## config.mk

```make
export PLATFORM = sky130hd
export DESIGN_NAME = enemy_formation_ctrl
export DESIGN_NICKNAME = d
export VERILOG_FILES = /design/src/rtl/enemy_formation_ctrl.sv
export SDC_FILE = /design/constraint.sdc
export NUM_CORES = 1
export LEC_CHECK = 0
export ABC_AREA = 1
export CORE_ASPECT_RATIO = 1.25
export CORE_MARGIN = 2
export CORE_UTILIZATION = 35
export CTS_CLUSTER_SIZE = 16
export DETAILED_ROUTE_END_ITERATION = 10
export PLACE_DENSITY = 0.66
export SETUP_SLACK_MARGIN = 0.5
export SYNTH_ARGS = -nofsm -noshare
export SYNTH_HDL_FRONTEND = slang
export SYNTH_SLANG_ARGS = --single-unit
```

## constraint.sdc

```tcl
create_clock -name Clk -period 4.8 [get_ports Clk]
set_clock_uncertainty 0.1 [all_clocks]
set_input_delay 0.48 -clock Clk [delete_from_list [all_inputs] [get_ports Clk]]
set_output_delay 0.48 -clock Clk [all_outputs]
set_load 0.01 [all_outputs]
```

## src/rtl/enemy_formation_ctrl.sv

```systemverilog
// enemy_formation_ctrl: march/descend sequencer for the enemy row.
// Owns the formation origin, the march direction, the alive mask and
// the wave-cleared / invaded status levels consumed by the game FSM.
module enemy_formation_ctrl #(
   parameter int unsigned NUM_ENEMIES     = 8,
   parameter int unsigned ENEMY_W         = 50,
   parameter int unsigned SPACING         = 60,
   parameter int unsigned START_X         = 20,
   parameter int unsigned START_Y         = 40,
   parameter int unsigned LEFT_BOUND      = 0,
   parameter int unsigned RIGHT_BOUND     = 639,
   parameter int unsigned STEP_X          = 4,
   parameter int unsigned STEP_Y          = 10,
   parameter int unsigned FRAMES_PER_STEP = 2,
   parameter int unsigned INVADE_Y        = 400
) (
   input  logic                   Clk,
   input  logic                   Reset,
   input  logic                   frame_clk,
   input  logic                   start,
   input  logic                   is_playing,
   input  logic                   hit_valid,
   input  logic [3:0]             hit_index,
   output logic [9:0]             formation_x,
   output logic [9:0]             formation_y,
   output logic                   enemy_direction_X,
   output logic                   enemy_direction_Y,
   output logic [NUM_ENEMIES-1:0] alive,
   output logic [4:0]             alive_count,
   output logic                   delete_enemies,
   output logic                   wave_cleared,
   output logic                   invaded
);

   typedef enum logic [2:0] {
      BEFORE_GAME,
      MARCH,
      DESCEND,
      CLEARED,
      INVADED
   } state_t;

   localparam int unsigned     CNT_W     = (FRAMES_PER_STEP > 1) ? $clog2(FRAMES_PER_STEP) : 1;
   localparam logic [CNT_W-1:0] CNT_LAST = CNT_W'(FRAMES_PER_STEP - 1);
   localparam logic [9:0]      START_X_E = 10'(START_X);
   localparam logic [9:0]      START_Y_E = 10'(START_Y);
   localparam logic [9:0]      STEP_X_10 = 10'(STEP_X);
   localparam logic [10:0]     SPACING_E = 11'(SPACING);
   localparam logic [10:0]     WIDTH_M1  = 11'(ENEMY_W - 1);
   localparam logic [11:0]     STEP_X_12 = 12'(STEP_X);
   localparam logic [11:0]     RIGHT_E   = 12'(RIGHT_BOUND);
   localparam logic [11:0]     LEFT_LIM  = 12'(LEFT_BOUND + STEP_X);
   localparam logic [10:0]     STEP_Y_E  = 11'(STEP_Y);
   localparam logic [10:0]     INVADE_E  = 11'(INVADE_Y);
   localparam logic [4:0]      NUM_E     = 5'(NUM_ENEMIES);

   state_t                   state_q, state_d;
   logic [9:0]               x_q, x_d;
   logic [9:0]               y_q, y_d;
   logic                     dir_x_q, dir_x_d;
   logic                     dir_y_q, dir_y_d;
   logic [NUM_ENEMIES-1:0]   alive_q, alive_d;
   logic [4:0]               count_q, count_d;
   logic [CNT_W-1:0]         frame_cnt_q, frame_cnt_d;
   logic                     frame_prev_q;
   logic                     delete_q, delete_d;
   logic                     cleared_q, cleared_d;
   logic                     invaded_q, invaded_d;

   logic                     tick;
   logic                     active;
   logic                     step;
   logic                     hit_ok;
   logic [NUM_ENEMIES-1:0]   hit_mask;
   logic                     found;
   logic [3:0]               first_idx;
   logic [3:0]               last_idx;
   logic [10:0]              left_edge;
   logic [10:0]              right_edge;
   logic [10:0]              y_sum;

   assign tick   = frame_clk & ~frame_prev_q;
   assign active = is_playing & ((state_q == MARCH) | (state_q == DESCEND));

   // One-hot decode of the reported index; out-of-range indices match nothing.
   always_comb begin
      hit_mask = '0;
      for (int unsigned i = 0; i < NUM_ENEMIES; i++) begin
         hit_mask[i] = (hit_index == 4'(i));
      end
   end

   // Lowest and highest surviving enemy (pre-hit mask) for the edge checks.
   always_comb begin
      found     = 1'b0;
      first_idx = '0;
      last_idx  = '0;
      for (int unsigned i = 0; i < NUM_ENEMIES; i++) begin
         if (alive_q[i]) begin
            if (!found) begin
               first_idx = 4'(i);
            end
            found    = 1'b1;
            last_idx = 4'(i);
         end
      end
   end

   assign left_edge  = {1'b0, x_q} + 11'(first_idx) * SPACING_E;
   assign right_edge = {1'b0, x_q} + 11'(last_idx) * SPACING_E + WIDTH_M1;
   assign y_sum      = {1'b0, y_q} + STEP_Y_E;

   // Next-state logic: frame counter, hit bookkeeping, march/descend FSM.
   always_comb begin
      state_d     = state_q;
      x_d         = x_q;
      y_d         = y_q;
      dir_x_d     = dir_x_q;
      dir_y_d     = dir_y_q;
      alive_d     = alive_q;
      count_d     = count_q;
      frame_cnt_d = frame_cnt_q;
      delete_d    = delete_q;
      cleared_d   = cleared_q;
      invaded_d   = invaded_q;
      step        = 1'b0;

      if (active && tick) begin
         if (frame_cnt_q == CNT_LAST) begin
            frame_cnt_d = '0;
            step        = 1'b1;
         end else begin
            frame_cnt_d = frame_cnt_q + CNT_W'(1);
         end
      end

      hit_ok = active & hit_valid & (|(alive_q & hit_mask));
      if (hit_ok) begin
         alive_d = alive_q & ~hit_mask;
         count_d = count_q - 5'd1;
      end

      case (state_q)
         BEFORE_GAME: begin
            if (start) begin
               state_d  = MARCH;
               delete_d = 1'b0;
            end
         end
         MARCH, DESCEND: begin
            // Losing the last enemy wins over a step landing on the same edge.
            if (hit_ok && (count_q == 5'd1)) begin
               state_d   = CLEARED;
               cleared_d = 1'b1;
               delete_d  = 1'b1;
            end else if (step) begin
               if (state_q == MARCH) begin
                  if (dir_x_q ? (({1'b0, right_edge} + STEP_X_12) > RIGHT_E)
                              : ({1'b0, left_edge} < LEFT_LIM)) begin
                     state_d = DESCEND;
                     dir_y_d = 1'b1;
                  end else if (dir_x_q) begin
                     x_d = x_q + STEP_X_10;
                  end else begin
                     x_d = x_q - STEP_X_10;
                  end
               end else begin
                  y_d     = y_sum[9:0];
                  dir_x_d = ~dir_x_q;
                  dir_y_d = 1'b0;
                  if (y_sum >= INVADE_E) begin
                     state_d   = INVADED;
                     invaded_d = 1'b1;
                     delete_d  = 1'b1;
                  end else begin
                     state_d = MARCH;
                  end
               end
            end
         end
         CLEARED: begin
            if (start) begin
               state_d     = MARCH;
               x_d         = START_X_E;
               y_d         = START_Y_E;
               dir_x_d     = 1'b1;
               dir_y_d     = 1'b0;
               alive_d     = '1;
               count_d     = NUM_E;
               frame_cnt_d = '0;
               delete_d    = 1'b0;
               cleared_d   = 1'b0;
               invaded_d   = 1'b0;
            end
         end
         default: ;
      endcase
   end

   // State registers; the frame_clk sample runs even while paused or in reset.
   always_ff @(posedge Clk) begin
      frame_prev_q <= frame_clk;
      if (Reset) begin
         state_q     <= BEFORE_GAME;
         x_q         <= START_X_E;
         y_q         <= START_Y_E;
         dir_x_q     <= 1'b1;
         dir_y_q     <= 1'b0;
         alive_q     <= '1;
         count_q     <= NUM_E;
         frame_cnt_q <= '0;
         delete_q    <= 1'b1;
         cleared_q   <= 1'b0;
         invaded_q   <= 1'b0;
      end else begin
         state_q     <= state_d;
         x_q         <= x_d;
         y_q         <= y_d;
         dir_x_q     <= dir_x_d;
         dir_y_q     <= dir_y_d;
         alive_q     <= alive_d;
         count_q     <= count_d;
         frame_cnt_q <= frame_cnt_d;
         delete_q    <= delete_d;
         cleared_q   <= cleared_d;
         invaded_q   <= invaded_d;
      end
   end

   assign formation_x       = x_q;
   assign formation_y       = y_q;
   assign enemy_direction_X = dir_x_q;
   assign enemy_direction_Y = dir_y_q;
   assign alive             = alive_q;
   assign alive_count       = count_q;
   assign delete_enemies    = delete_q;
   assign wave_cleared      = cleared_q;
   assign invaded           = invaded_q;

endmodule
```

==> results of run 1 <==
==> placed cells by master, fill, tap and decap left out, types with 3 or more instances in the layout <==
| cell type | instances |
|---|---|
| nand2_1 | 105 |
| inv_1 | 66 |
| nor2_1 | 49 |
| clkdlybuf4s50_1 | 44 |
| ha_1 | 42 |
| nand3_1 | 37 |
| dfxtp_1 | 37 |
| a21oi_1 | 22 |
| inv_2 | 16 |
| o21ai_0 | 16 |
| nand2_2 | 13 |
| nor2_2 | 9 |
| xor2_1 | 8 |
| nand4_1 | 8 |
| a21oi_2 | 7 |
| xnor2_1 | 7 |
| fa_1 | 7 |
| ha_4 | 7 |
| nand2_4 | 6 |
| o21ai_1 | 6 |
| clkbuf_16 | 5 |
| buf_4 | 5 |
| o21ai_2 | 4 |
| nor4_1 | 4 |
| nand3_4 | 4 |
| inv_4 | 3 |
| o21a_1 | 3 |
| ha_2 | 3 |
| conb_1 | 3 |
==> cell families (layout without fill, tap and decap cells) <==
group | after synthesis | count (layout) | synth area share, %
fa+ha+maj | 60 | 60 | 22.0
mux | 1 | 1 | 0.272
flops | 40 | 40 | 21.8
compound gates | 70 | 70 | 11.0
other cells | 1 | 3 | 0.102
xor+xnor | 15 | 15 | 3.57
buf+inv | 92 | 145 | 9.83
simple gates | 249 | 249 | 31.4
==> area by class of cell <==
| class | count | area [sq um] |
|---|---|---|
| Multi-Input combinational cell | 398 | 2740 |
| Fill cell | 1010 | 5450 |
| Clock inverter | 3 | 42.5 |
| Sequential cell | 40 | 807 |
| Inverter | 86 | 330 |
| Clock buffer | 5 | 125 |
| Tap cell | 129 | 161 |
| Timing Repair Buffer | 51 | 500 |
==> state kept, by name, summed over array words and instances (netlist names), 3 cells and up <==
signal	count
alive	8
alive_count	5
formation_x	8
formation_y	9
state_q	3
==> routing by layer <==
layer  share of wire, %  global-route usage (%)  wire length [um]  vias up
li1                   -                       -                 -     1814
met1                 45                    19.4              3900     1588
met2                 51                    28.4              4460       41
met3                2.6                    2.29               228        7
met4                1.1                    4.02                94        0
met5                  0                       0                 0        -
==> how the worst max path moves through the flow <==
stage,from,end,slack [ps],cells after the start
after floorplan,alive[1]$_SDFF_PP1_,formation_x[4]$_SDFFE_PP1P_,500,25
after global placement,alive[1]$_SDFF_PP1_,formation_x[4]$_SDFFE_PP1P_,330,26
after detailed placement,alive[1]$_SDFF_PP1_,formation_x[6]$_SDFFE_PP0P_,180,26
after CTS,alive[5]$_SDFF_PP1_,formation_x[6]$_SDFFE_PP0P_,500,19
after global routing,alive[1]$_SDFF_PP1_,state_q[1]$_SDFFE_PP0P_,200,27
final,alive[1]$_SDFF_PP1_,state_q[1]$_SDFFE_PP0P_,470,27
==> through the flow <==
| step | total power [mW] | hold WS [ps] | setup WS (ps) | std cells |
|---|---|---|---|---|
| 2_1_floorplan | 1.45 | 374 | 500 | 530 |
| 3_3_place_gp | 1.77 | 345 | 330 | 697 |
| 3_5_place_dp | 1.79 | 350 | 178 | 697 |
| 4_1_cts | 2.26 | 361 | 500 | 708 |
| 5_1_grt | 2.60 | 393 | 197 | 712 |
| 6_report | 2.36 | 358 | 470 | 712 |
==> worst max-delay path: stages (launching register included) <==
cell and delay, ps:
dfxtp_2 330, inv_2 40, o21ai_2 110, a21oi_1 70, or2_4 260, nand2_4 70
inv_2 40, fa_1 510, inv_2 60, ha_4 290, inv_4 40, fa_2 380
o21ai_2 160, xor2_1 170, ha_1 280, ha_4 290, nand2_2 60, o21a_1 220
nand3_1 90, nand2_1 60, nor2_2 100, nand2_2 90, nand2_2 100, nand2_2 80
nand2_4 70, nand2_2 50, nand2_1 50, nor2_1 60
==> what timing repair did <==
action	4_1_cts	5_1_grt
buffers inserted	3	4
gates resized for setup	20	37
pin swaps	8	27
setup endpoints to repair	11	11
==> where the power goes <==
group / internal (mW) / total (mW) / leakage (nW) / switching [mW]
logic: 0.630 / 1.45 / 1.85 / 0.821
registers: 0.408 / 0.529 / 0.325 / 0.120
clock network: 0.244 / 0.383 / 0.0798 / 0.138
total: 1.28 / 2.36 / 2.25 / 1.08
==> results_dict.tcl, run 1 <==
set metrics [dict create \
    reg2reg_from "alive[1]$_SDFF_PP1_" \
    core_sq_um 10200 \
    cts.sinks 40 \
    cts_root_buffer "clkbuf_16" \
    critPathKind "reg -> reg" \
    ant_nets 0 \
    cp_max_fo 4 \
    min_path_type "reg -> reg" \
    cts-htree-levels 2 \
    dr.pass1.iters 4 \
    worst_setup_path_start_kind "flop" \
    min-delay-start "wave_cleared$_SDFFE_PP0P_" \
    cts_hold_buf 0 \
    grt_overflow 0 \
    synth.top_cell.area_share_pct 21.8 \
    start_util_pct 36.2 \
    clock_latency_ps 290 \
    yosys_warnings 0 \
    antenna_found_initial 0 \
    r2r_cells 27 \
    ys.flop_type "dfxtp_1" \
    fin_tns_setup_ps 0 \
    design.die.area_sq_um 11300 \
    drc_errors 0 \
    dp_hpwl_um 6600 \
    syn2layout_area_growth_pct 28.0 \
    synthTopCellsByCount "114 x nand2_1, 72 x inv_1, 53 x nor2_1" \
    yosys_register_bits 40 \
    cts_inserted_buffers 5 \
    synth_most_common_cell "nand2_1" \
    num_antenna_cells 0 \
    ir_drop_uv 230 \
    die_x_um 95.7 \
    cp_data_arrival_time_ps 4400 \
    gp_congestion 0.856 \
    cap_viol_max_count 0 \
    ys_seq_area_share_pct 21.8 \
    synth_cells 528 \
    max_freq_ghz 0.231 \
    rsz0062_at_grt "yes" \
    clock_path_buffers 2 \
    cts_tree "built" \
    grt_pass1_wl_um 14700 \
    hold_depth 2 \
    vias 3450 \
    ys_types 47 \
    synthTopCellsByArea "dfxtp_1 22%, ha_1 18%, nand2_1 12%" \
    holdPathEnd "wave_cleared$_SDFFE_PP0P_" \
    grt_pass1_vias 3334 \
    vias_per_cell 4.85 \
    synth.avg_cell_area_sq_um 6.96 \
    grt_use_total_pct 15.8 \
    wl_per_cell_um 12.2 \
    power.leakage_nw 2.25 \
    num_io_pins 48 \
    tightest_slew_ps 571 \
    outcome "completed" \
    grt_max_degree 18 \
    hold_viol 0 \
    fin_crit_sh_pct 90.2 \
    die_y_um 119 \
    portBuffers 44 \
    drt_wl_total_um 8680 \
    drt_first_iter_violations 91 \
    final_core_utilization_pct 46.3 \
    yosysTopAreaCell "dfxtp_1" \
    end_kind "flop" \
    cts.clk_slew.worst_paths_ps 60 \
    slew_violations 0 \
    fin_area_sq_um 4710 \
    slew_headroom_pct 61.7 \
    period_needed_ps 4330 \
    r2r_setup_slack_ps 470 \
    required_ps 4870 \
    cellPowerDensity_nw_per_um2 502 \
    dpl-instance-area_sq_um 4260 \
    layout-drive-gt1-share_pct 17.3 \
    synth_edf_count 0 \
    rows 41 \
    synth_area_sq_um 3680 \
    setup_viol 0 \
    synth-async-reset-ratio_pct 0 \
    reg2reg_to "state_q[1]$_SDFFE_PP0P_" \
    nets 652 \
]
Note: power is estimated with default switching activity, not from simulation.
==> inputs of run 2 (changes only) <==
--- a/config.mk
+++ b/config.mk
@@ -7,7 +7,6 @@
 export LEC_CHECK = 0
 export ABC_AREA = 1
 export CORE_ASPECT_RATIO = 1.25
-export CORE_MARGIN = 2
 export CORE_UTILIZATION = 35
 export CTS_CLUSTER_SIZE = 16
 export DETAILED_ROUTE_END_ITERATION = 10
==> results_dict.tcl, run 2 (synthesis results as in run 1) <==
set metrics [dict create \
    cts_inserted_buffers 5 \
    core_sq_um 10200 \
    ir_drop_uv 286 \
    fin_crit_sh_pct 87.6 \
    cp_data_arrival_time_ps 4270 \
    drt_first_iter_violations 105 \
    power.leakage_nw 2.25 \
    nets 652 \
    antenna_found_initial 0 \
    die_x_um 93.7 \
    slew_headroom_pct 63.6 \
    dp_hpwl_um 6620 \
    ant_nets 0 \
    slew_violations 0 \
    wl_per_cell_um 12.1 \
    crit_family "adder cells" \
    layout-drive-gt1-share_pct 16.6 \
    cts_hold_buf 0 \
    grt_use_total_pct 16.9 \
    largest_reg_flops 9 \
    rows 41 \
    worst_path_max_delay_cell "fa_1" \
    min_path_type "reg -> reg" \
    rsz0062_at_grt "yes" \
    multi_input_area_sq_um 2710 \
    cpPeakStageDelay_ps 510 \
    syn2layout_area_growth_pct 27.0 \
    layout_common_cells "107 x nand2_1, 67 x inv_1, 49 x nor2_1, 44 x clkdlybuf4s50_1, 43 x ha_1" \
    dpl-instance-area_sq_um 4260 \
    setup_viol 0 \
    clock_path_buffers 2 \
    cts.clk_slew.worst_paths_ps 60 \
    tightest_slew_ps 542 \
    vias 3504 \
    outcome "completed" \
    required_ps 4870 \
    cp_max_fo 5 \
    final_common_cell "nand2_1" \
    seq_area_sq_um 810 \
    num_antenna_cells 0 \
    hold_viol 0 \
    max_freq_ghz 0.238 \
    cts.sinks 40 \
    critPathKind "reg -> reg" \
    vias_per_cell 4.92 \
    cts_tree "built" \
    cts_root_buffer "clkbuf_16" \
    drt_wl_total_um 8600 \
    crit_buf_inv 3 \
    crit_top_cell "nand2_2" \
    fin_tns_setup_ps 0 \
    cap_viol_max_count 0 \
    gp_congestion 0.868 \
    clock_latency_ps 280 \
    fillCellCount 1032 \
    grt_max_degree 18 \
    end_kind "flop" \
    drc_errors 0 \
    design.die.area_sq_um 10900 \
    die_y_um 117 \
    grt_pass1_vias 3376 \
    grt_pass1_wl_um 15000 \
    start_util_pct 36.2 \
    grt_overflow 0 \
    worst_setup_path_start_kind "flop" \
    fin_area_sq_um 4670 \
    dr.pass1.iters 4 \
    period_needed_ps 4200 \
    cts-htree-levels 2 \
    num_io_pins 48 \
    portBuffers 44 \
    cellPowerDensity_nw_per_um2 500 \
]
run 2: area by class of cell:
| type | count | area share, % |
|---|---|---|
| well taps | 129 | 3.45 |
| clock buffers | 6 | 2.76 |
| repair buffers | 51 | 10.6 |
| flip-flops and latches | 40 | 17.3 |
| clock inverters | 2 | 0.750 |
| multi-input cells | 398 | 58.1 |
| inverters | 86 | 7.07 |
run 2: layer usage:
metal	vias to the layer above	global-route usage [%]	share of wire, %
met4	0	6.36	2.4
met3	18	2.08	2.9
met1	1605	21.2	45
li1	1808	-	-
met2	73	29.6	50
met5	-	0	0
run 2: worst paths after layout:
path              slack, ps                       from                         to  depth (start not counted)
hold / removal          370  wave_cleared$_SDFFE_PP0P_  wave_cleared$_SDFFE_PP0P_                          2
setup / recovery        600        alive[2]$_SDFF_PP1_    state_q[0]$_SDFFE_PP0P_                         26
setup reg to reg        600        alive[2]$_SDFF_PP1_    state_q[0]$_SDFFE_PP0P_                         26
hold reg to reg         370  wave_cleared$_SDFFE_PP0P_  wave_cleared$_SDFFE_PP0P_                          2
run 2: metrics by stage:
| stage | hold slack [ps] | util (%) | worst slack [ps] | std cells | power (mW) |
|---|---|---|---|---|---|
| 3_5_place_dp | 355 | 42.0 | 180 | 697 | 1.80 |
| 5_1_grt | 410 | 46.0 | 302 | 712 | 2.56 |
| 6_report | 368 | 46.0 | 597 | 712 | 2.34 |
| 4_1_cts | 367 | 44.8 | 496 | 708 | 2.26 |
| 2_1_floorplan | 374 | - | 500 | 530 | 1.45 |
| 3_3_place_gp | 348 | 42.0 | 316 | 697 | 1.77 |
run 2: report_power, final:
| group | switching (mW) | internal (mW) |
|---|---|---|
| sequential | 0.119 | 0.408 |
| combinational | 0.824 | 0.608 |
| clock | 0.131 | 0.245 |
| total | 1.07 | 1.26 |
run 2: worst register-to-register path, delay by kind of cell (launching register included):
kind / cells / cell delay (ps)
simple gates: 13 / 1070
flops: 1 / 360
compound gates: 4 / 540
xor+xnor: 1 / 160
buf+inv: 3 / 130
fa+ha+maj: 5 / 1740
run 2: what timing repair did:
action / 4_1_cts / 5_1_grt
endpoints found under the hold margin: 0 / 0
setup endpoints to repair: 11 / 11
resized for setup: 20 / 30
buffers inserted: 3 / 4
pin swaps: 10 / 17
==> inputs of run 3 (changes only) <==
--- a/config.mk
+++ b/config.mk
@@ -7,10 +7,10 @@
 export LEC_CHECK = 0
 export ABC_AREA = 1
 export CORE_ASPECT_RATIO = 1.25
-export CORE_UTILIZATION = 35
+export CORE_UTILIZATION = 40
 export CTS_CLUSTER_SIZE = 16
 export DETAILED_ROUTE_END_ITERATION = 10
-export PLACE_DENSITY = 0.66
+export PLACE_DENSITY = 0.72
 export SETUP_SLACK_MARGIN = 0.5
 export SYNTH_ARGS = -nofsm -noshare
 export SYNTH_HDL_FRONTEND = slang
==> results_dict.tcl, run 3 (synthesis results as in run 1) <==
set metrics [dict create \
    power.leakage_nw 2.23 \
    layout-drive-gt1-share_pct 17.1 \
    cp_data_arrival_time_ps 4360 \
    drt_wl_total_um 8360 \
    core_sq_um 8800 \
    required_ps 4890 \
    fin_crit_sh_pct 89.0 \
    drc_errors 0 \
    slew_headroom_pct 63.3 \
    outcome "completed" \
    rsz0062_at_grt "yes" \
    gp_congestion 0.873 \
    rows 38 \
    ir_drop_uv 247 \
    setup_viol 0 \
    antenna_found_initial 0 \
    num_antenna_cells 0 \
    p_sw_mw 1.07 \
    worst_setup_path_start_kind "flop" \
    final_common_cell "nand2_1" \
    drt_first_iter_violations 139 \
    die_x_um 87.8 \
    slew_violations 0 \
    cts-htree-levels 2 \
    cts_inserted_buffers 5 \
    intPower_mw 1.18 \
    layout_common_cells "104 x nand2_1, 66 x inv_1, 49 x nor2_1, 44 x ha_1, 44 x clkdlybuf4s50_1" \
    nets 653 \
    dp_hpwl_um 6540 \
    critPathKind "reg -> reg" \
    tightest_slew_ps 546 \
    end_kind "flop" \
    clock_path_buffers 2 \
    pwr-share-comb_pct 64.2 \
    die_y_um 109 \
    cts.sinks 40 \
    cap_viol_max_count 0 \
    max_freq_ghz 0.234 \
    cellPowerDensity_nw_per_um2 490 \
    grt_use_total_pct 18.4 \
    cts_tree "built" \
    grt_pass1_vias 3306 \
    hold_viol 0 \
    dr.pass1.iters 4 \
    ant_nets 0 \
    portBuffers 44 \
    syn2layout_area_growth_pct 25.2 \
    pwr-share-clk_pct 12.5 \
    min-delay-start "wave_cleared$_SDFFE_PP0P_" \
    startpoint "alive[1]$_SDFF_PP1_" \
    vias 3452 \
    reg2reg_from "alive[1]$_SDFF_PP1_" \
    grt_max_degree 18 \
    largest_reg_flops 9 \
    design.die.area_sq_um 9580 \
    period_needed_ps 4270 \
    fin_tns_setup_ps 0 \
    grt_pass1_wl_um 14200 \
    wl_per_cell_um 11.9 \
    cp_max_fo 4 \
    switching_share_pct 47.5 \
    worst_path_max_delay_cell "fa_1" \
    start_util_pct 41.8 \
    cts_hold_buf 0 \
    clock_latency_ps 300 \
    timing.final.ws_setup_ps 530 \
    cts.clk_slew.worst_paths_ps 80 \
    grt_overflow 0 \
    cpPeakStageDelay_ps 510 \
    dp_slack_ps 172 \
    seq_power_share_pct 23.3 \
    num_io_pins 48 \
    crit_top_cell "nand2_2" \
    min_path_type "reg -> reg" \
    cts_root_buffer "clkbuf_8" \
    final_core_utilization_pct 52.3 \
    vias_per_cell 4.90 \
]
## run 3: metal layers
| metal | up-vias | routed length (um) | global-route usage (%) |
|---|---|---|---|
| met5 | - | 0 | 0 |
| met4 | 0 | 121 | 4.92 |
| met3 | 12 | 215 | 1.97 |
| met2 | 53 | 4230 | 34.2 |
| met1 | 1573 | 3790 | 22.1 |
| li1 | 1814 | - | - |
## run 3: path summary, 6_finish.rpt
check | to | slack [ps] | depth (start not counted)
hold / removal | wave_cleared$_SDFFE_PP0P_ | 370 | 2
setup reg to reg | state_q[0]$_SDFFE_PP0P_ | 530 | 27
setup / recovery | state_q[0]$_SDFFE_PP0P_ | 530 | 27
hold reg to reg | wave_cleared$_SDFFE_PP0P_ | 370 | 2
## run 3: critical path, delay by kind of cell, from the launching register on
kind	cells	cell delay [ps]
buffers and inverters	4	170
and+or+nand+nor	13	1120
DFF	1	340
AOI/OAI and AO/OA	4	540
adders and majority gates	5	1720
xor gates and xnor gates	1	170
## run 3: power groups by stage
stage / Sequential (mW) / Clock, mW / Combinational (mW)
global placement: 0.532 / 0 / 1.23
detailed placement: 0.532 / 0 / 1.26
finish: 0.525 / 0.281 / 1.45
CTS: 0.526 / 0.286 / 1.37
floorplan: 0.523 / 0 / 0.923
global route: 0.538 / 0.296 / 1.65
## run 3: area by class of cell
cell class	instances	area (sq um)
Clock buffer	5	68.8
Inverter	86	333
Sequential cell	40	810
Timing Repair Buffer	52	504
Fill cell	846	4190
Clock inverter	3	42.5
Tap cell	120	150
Multi-Input combinational cell	398	2700
## run 3: timing repair
| action | 4_1_cts | 5_1_grt |
|---|---|---|
| gates resized for setup | 24 | 28 |
| pin swaps | 8 | 16 |
| cloned | 0 | 0 |
| setup endpoints to repair | 11 | 11 |
| buffers inserted | 5 | 3 |
## run 3: through the flow
step,hold WS (ps),total power [mW],instances,cell area [sq um]
floorplan,374,1.45,530,3700
global placement,347,1.77,688,4250
detailed placement,349,1.80,688,4250
CTS,363,2.18,701,4510
global route,381,2.49,704,4600
finish,370,2.25,704,4600
